===== src/rtl/sid_spi_regs.sv =====
`timescale 1ns/1ps
// SPI mode-0 slave exposing the SID voice register file, fully oversampled in clk.
// Optional readback shift-out path enabled by defining SID_SPI_READBACK_EN.
module sid_spi_regs #(
  parameter int unsigned SYNC_STAGES = 2
) (
  input  logic        clk,
  input  logic        rst_n,
  input  logic        spi_sck,
  input  logic        spi_cs_n,
  input  logic        spi_mosi,
  output logic        spi_miso,
  output logic [15:0] frequency,
  output logic [7:0]  duration,
  output logic [7:0]  attack,
  output logic [7:0]  sustain,
  output logic [7:0]  waveform,
  output logic        frame_err
);

  localparam int unsigned CNT_W  = 5;
  localparam int unsigned DATA_W = 8;
  localparam logic [CNT_W-1:0] LAST_BIT = CNT_W'(15);

  typedef enum logic [1:0] {IDLE, SHIFT, DONE} state_t;
  state_t state, state_nx;

  logic [SYNC_STAGES-1:0] sck_sync, cs_sync, mosi_sync;
  logic sck_q, cs_q;
  logic sck_s, cs_s, mosi_s;
  logic sck_rise_c, cs_fall_c, cs_rise_c;
  logic [CNT_W-1:0] cnt;
  logic [14:0] shift_in;
  logic [15:0] frame_c;
  logic [DATA_W-1:0] shadow;
  logic clr_cnt_c, shift_en_c, commit_c, abort_c;

  // cs chain resets low so a select already active at reset release is not taken as a new frame
  always_ff @(posedge clk or negedge rst_n) begin
    if (!rst_n) begin
      sck_sync  <= '0;
      cs_sync   <= '0;
      mosi_sync <= '0;
      sck_q     <= 1'b0;
      cs_q      <= 1'b0;
    end else begin
      sck_sync  <= {sck_sync[SYNC_STAGES-2:0], spi_sck};
      cs_sync   <= {cs_sync[SYNC_STAGES-2:0], spi_cs_n};
      mosi_sync <= {mosi_sync[SYNC_STAGES-2:0], spi_mosi};
      sck_q     <= sck_s;
      cs_q      <= cs_s;
    end
  end

  assign sck_s      = sck_sync[SYNC_STAGES-1];
  assign cs_s       = cs_sync[SYNC_STAGES-1];
  assign mosi_s     = mosi_sync[SYNC_STAGES-1];
  assign sck_rise_c = sck_s & ~sck_q;
  assign cs_fall_c  = ~cs_s & cs_q;
  assign cs_rise_c  = cs_s & ~cs_q;
  assign frame_c    = {shift_in, mosi_s};

  always_ff @(posedge clk or negedge rst_n) begin
    if (!rst_n) state <= IDLE;
    else        state <= state_nx;
  end

  always_comb begin
    state_nx = state;
    case (state)
      IDLE:    if (cs_fall_c) state_nx = SHIFT;
      SHIFT:   if (cs_rise_c) state_nx = IDLE;
               else if (sck_rise_c && (cnt == LAST_BIT)) state_nx = DONE;
      DONE:    if (cs_rise_c) state_nx = IDLE;
      default: state_nx = IDLE;
    endcase
  end

  always_comb begin
    clr_cnt_c  = 1'b0;
    shift_en_c = 1'b0;
    commit_c   = 1'b0;
    abort_c    = 1'b0;
    case (state)
      IDLE:  clr_cnt_c = cs_fall_c;
      SHIFT: begin
        if (cs_rise_c) begin
          abort_c = (cnt != '0);
        end else if (sck_rise_c) begin
          shift_en_c = 1'b1;
          commit_c   = (cnt == LAST_BIT);
        end
      end
      default: ;
    endcase
  end

  // Frame capture and register file; a write lands on the edge that takes in bit 0
  always_ff @(posedge clk or negedge rst_n) begin
    if (!rst_n) begin
      cnt       <= '0;
      shift_in  <= '0;
      shadow    <= '0;
      frequency <= '0;
      duration  <= '0;
      attack    <= '0;
      sustain   <= '0;
      waveform  <= '0;
      frame_err <= 1'b0;
    end else begin
      frame_err <= abort_c;
      if (clr_cnt_c)       cnt <= '0;
      else if (shift_en_c) cnt <= cnt + CNT_W'(1);
      if (shift_en_c) shift_in <= {shift_in[13:0], mosi_s};
      if (commit_c && frame_c[15]) begin
        case (frame_c[14:8])
          7'h00:   shadow    <= frame_c[7:0];
          7'h01:   frequency <= {frame_c[7:0], shadow};
          7'h02:   duration  <= frame_c[7:0];
          7'h03:   attack    <= frame_c[7:0];
          7'h04:   sustain   <= frame_c[7:0];
          7'h05:   waveform  <= frame_c[7:0];
          default: ;
        endcase
      end
    end
  end

`ifdef SID_SPI_READBACK_EN
  logic sck_fall_c, load_out_c, shift_out_c;
  logic [6:0] rd_addr_c;
  logic [DATA_W-1:0] rdata_c, shift_out;

  assign sck_fall_c  = ~sck_s & sck_q;
  assign rd_addr_c   = {shift_in[5:0], mosi_s};
  assign load_out_c  = (state == SHIFT) && !cs_rise_c && sck_rise_c && (cnt == CNT_W'(7));
  assign shift_out_c = (state == SHIFT) && !cs_rise_c && sck_fall_c && (cnt >= CNT_W'(8));

  always_comb begin
    rdata_c = '0;
    case (rd_addr_c)
      7'h00:   rdata_c = shadow;
      7'h01:   rdata_c = frequency[15:8];
      7'h02:   rdata_c = duration;
      7'h03:   rdata_c = attack;
      7'h04:   rdata_c = sustain;
      7'h05:   rdata_c = waveform;
      default: rdata_c = '0;
    endcase
  end

  // Write frames load zeros so miso stays low for them
  always_ff @(posedge clk or negedge rst_n) begin
    if (!rst_n) begin
      shift_out <= '0;
      spi_miso  <= 1'b0;
    end else if (state == IDLE) begin
      spi_miso  <= 1'b0;
    end else if (load_out_c) begin
      shift_out <= shift_in[6] ? '0 : rdata_c;
    end else if (shift_out_c) begin
      spi_miso  <= shift_out[DATA_W-1];
      shift_out <= {shift_out[DATA_W-2:0], 1'b0};
    end
  end
`else
  assign spi_miso = 1'b0;
`endif

endmodule

===== config.mk =====
export PLATFORM = sky130hd
export DESIGN_NAME = sid_spi_regs
export DESIGN_NICKNAME = d
export VERILOG_FILES = /design/src/rtl/sid_spi_regs.sv
export SDC_FILE = /design/constraint.sdc
export NUM_CORES = 1
export LEC_CHECK = 0
export CORE_ASPECT_RATIO = 1.2
export CORE_MARGIN = 2
export CORE_UTILIZATION = 35
export DETAILED_ROUTE_END_ITERATION = 10
export DONT_BUFFER_PORTS = 1
export HOLD_SLACK_MARGIN = 0.08
export PLACE_DENSITY = 0.52
export SLEW_MARGIN = 20
export SYNTH_ARGS = -nofsm -noshare
export SYNTH_HDL_FRONTEND = slang
export SYNTH_SLANG_ARGS = --single-unit

===== constraint.sdc =====
create_clock -name clk -period 3.2 [get_ports clk]
set_input_delay 0.48 -clock clk [delete_from_list [all_inputs] [get_ports clk]]
set_output_delay 0.48 -clock clk [all_outputs]
set_load 0.01 [all_outputs]

==> impl_metrics.py <==
metrics = {
    "cts": {
        "postCtsSetupRepairBufs": 0,
        "insertion_delay_ns": 0.34,
        "clkTransAtPathRegs_ns": 0.06,
        "cts-buffers-inserted": 9,
        "cts_num_sinks": 87,
        "cts-htree-levels": 3,
        "cts_root_buffer": "clkbuf_16",
        "tritoncts": "built",
        "cts_buffer_depth": 2,
        "post_cts.resized_instances": 0,
    },
    "global_routing": {
        "vias_in_the_first_global_route": 1954,
        "grt_first_pass_wirelength_um": 10600,
        "grt.overflow.total": 0,
        "grt_start_max_net_pins": 88,
        "grt_antenna_before_repair": 0,
        "grt_util_all_layers_pct": 13.3,
    },
    "worst_setup_path": {
        "critPathArrivalTime_ns": 3.10,
        "cp_data_required_time_ns": 3.42,
        "nature_of_the_critical_path_startpoint": "flip-flop",
        "r2r_slack_ns": 0.32,
        "crit_fanout": 8,
        "setup.worst_path.end_class": "flip-flop",
        "timing.setup.critical_path_class": "flip-flop to flip-flop",
    },
    "floorplanning": {
        "fp.coreArea_mm2": 0.00991,
        "die_area_mm2": 0.0109,
        "die_width_um": 95.5,
        "initial_utilization_pct": 35.5,
        "rows": 40,
        "io_pins": 55,
        "fp.dieH_um": 114,
    },
    "hold_path": {
        "path_type_of_the_worst_min_delay_path": "primary input to flip-flop",
    },
    "sta": {
        "maxSlewViolCount": 0,
        "actual_transition_at_the_worst_max_transition_pin_ns": 0.634,
        "relSlewSlack_pct": 57.1,
        "rsz0062_at_grt": "no",
        "fin_setup_tns_ns": 0,
        "hold_viol": 0,
        "clock.fmax_mhz": 348,
        "fin_crit_sh_pct": 89.9,
        "final_worst_setup_slack_ns": 0.323,
        "fin_skew_ns": 0.00735,
        "report.final.setup_viol": 0,
        "period_needed_ns": 2.88,
    },
    "drt": {
        "number_of_optimization_iterations_in_the_first_detailed_route_pass": 4,
        "drtAntennaViolNets": 0,
        "postRouteWirelength_um": 6540,
        "routed-via-count": 1875,
        "route.detailed.wl_per_inst_um": 16.8,
        "dr_drc_count": 0,
        "first_iter_violations": 59,
        "avgViaCountPerCell": 4.82,
    },
    "power": {
        "power_leakage_uw": 0.00197,
        "net-switching-power_uw": 579,
        "internal_power_uw": 1810,
        "fraction_of_power_consumed_by_combinational_cells_pct": 4.8,
        "share_clk_of_total_power_pct": 43.2,
        "seq_power_share_pct": 52.0,
        "switching_share_pct": 24.2,
        "vdd_ir_drop_max_mv": 0.266,
        "p_per_area_mw_per_mm2": 604,
    },
    "synth": {
        "syn-mean-instance-area_um2": 14.0,
        "synthCells": 251,
        "mappedNetlistNets": 259,
        "synth-warning-count": 0,
        "synth_largest_area_cell": "dfrtp_1",
        "synth-seq-area-share_pct": 62.0,
        "netlist.area_leader.share_pct": 62.0,
        "synth.lib_cells_used.distinct": 31,
        "ff_latch_count_synth": 87,
        "mappedNetlistArea_mm2": 0.00351,
        "post_synth_main_area_contributors": "dfrtp_1 (62%), mux2_2 (13%), mux2_4 (6.8%), nand2_1 (4.6%), nor4_4 (2.4%)",
    },
    "place": {
        "finalWeightedCongestion": 0.732,
        "pre_cts_ws_ns": 0.304,
        "detailedPlacementHpwl_um": 4330,
        "placement.io_buffers": 0,
    },
    "outcome": {
        "status": "finished, final reports clean",
    },
    "final_layout": {
        "post-route-util_pct": 40.0,
        "layout.cells.most_common_list": "dfrtp_1 (87), nand2_1 (43), mux2_2 (40)",
        "antenna_cells": 0,
        "ratio_of_cells_with_drive_above_1_in_the_final_layout_pct": 31.2,
        "area_delta_synth_final_pct": 12.8,
        "mostFrequentLayoutCell": "dfrtp_1",
        "final_net_count": 266,
    },
    "flow_run": {
        "max-cap-violations": 0,
    },
}
==> final timing paths <==
kind | start | to | depth (start not counted)
max | cnt[0]$_DFFE_PN0P_ | duration[1]$_DFFE_PN0P_ | 7
min | spi_cs_n | cs_sync[0]$_DFF_PN0_ | 0
max reg2reg | cnt[0]$_DFFE_PN0P_ | duration[1]$_DFFE_PN0P_ | 7
min reg2reg | cs_sync[0]$_DFF_PN0_ | cs_sync[1]$_DFF_PN0_ | 0
max in group asynchronous | rst_n | duration[3]$_DFFE_PN0P_ | 2
min in group asynchronous | rst_n | frequency[15]$_DFFE_PN0P_ | 2
==> logic make-up (layout without fill, tap and decap cells) <==
group | Yosys count | after routing | synth area share [%]
compound gates | 13 | 13 | 2.03
simple gates | 76 | 76 | 12.7
fa+ha+maj | 3 | 3 | 1.07
flops | 87 | 87 | 62.0
buf+inv | 15 | 27 | 2.46
other cells | 1 | 1 | 0.107
mux | 56 | 56 | 19.7
==> flip-flops by register name (all words and copies together) (netlist names) <==
signal and cells:
shift_in 15, mosi_sync 2, sck_q 1, waveform 8, sck_sync 2, sustain 8
attack 8, shadow 8, cs_sync 2, frequency 16, cs_q 1, duration 8
state 2, frame_err 1, cnt 5
==> layer usage <==
metal / part of all wire, % / global-route usage [%]
met1: 42 / 16.4
met2: 51 / 21.3
met3: 3.6 / 2.71
met4: 2.9 / 8.00
met5: 0 / 0
==> power groups by stage <==
stage	clock, µW	sequential (µW)	combinational [µW]
3_5_place_dp	0	1270	89.4
6_report	1030	1250	114
5_1_grt	1120	1260	137
4_1_cts	1060	1250	118
2_1_floorplan	0	1220	78.2
3_3_place_gp	0	1270	85.8
==> Yosys cell counts (all sizes together) <==
library cell	number
dfrtp	87
mux2	56
nand2	43
o21ai	8
buf	6
nand2b	6
inv	5
nand3	5
clkbuf	4
nor4	4
a21oi	3
ha	3
nor2	3
and2	2
and3	2
nand3b	2
or3	2
or4	2
a311oi	1
and2b	1
conb	1
nor2b	1
nor4b	1
o31ai	1
or2	1
or4b	1
==> worst max-delay path: stages, from the launching register on <==
cell	delay (ns)
dfrtp_1	0.40
ha_1	0.18
and3_1	0.15
ha_1	0.19
nand3b_4	0.09
or4b_4	0.61
or4_1	0.76
mux2_4	0.38
==> metrics by stage <==
stage          hold WS, ns  power [µW]  std cells  instance area, µm²
6_report             0.166        2390        389                3960
5_1_grt              0.157        2520        389                3960
4_1_cts              0.158        2430        389                3960
3_5_place_dp         0.186        1360        371                3630
3_3_place_gp         0.186        1360        371                3630
2_1_floorplan        0.184        1300        251                3510
==> repair_timing <==
item | 4_1_cts | 5_1_grt
endpoints found under the hold margin | 87 | 0
endpoints found under the setup margin | 0 | 0
hold buffers | 2 | 0
==> final cells by class <==
class / instances / area [µm²]
clock buffer: 13 / 250
clock inverter: 3 / 42.5
fill: 919 / 5950
inverter: 5 / 18.8
multi-input combinational: 149 / 1250
sequential: 87 / 2180
tap: 126 / 158
timing repair buffer: 6 / 67.6
Note: power is estimated with default switching activity, not from simulation.
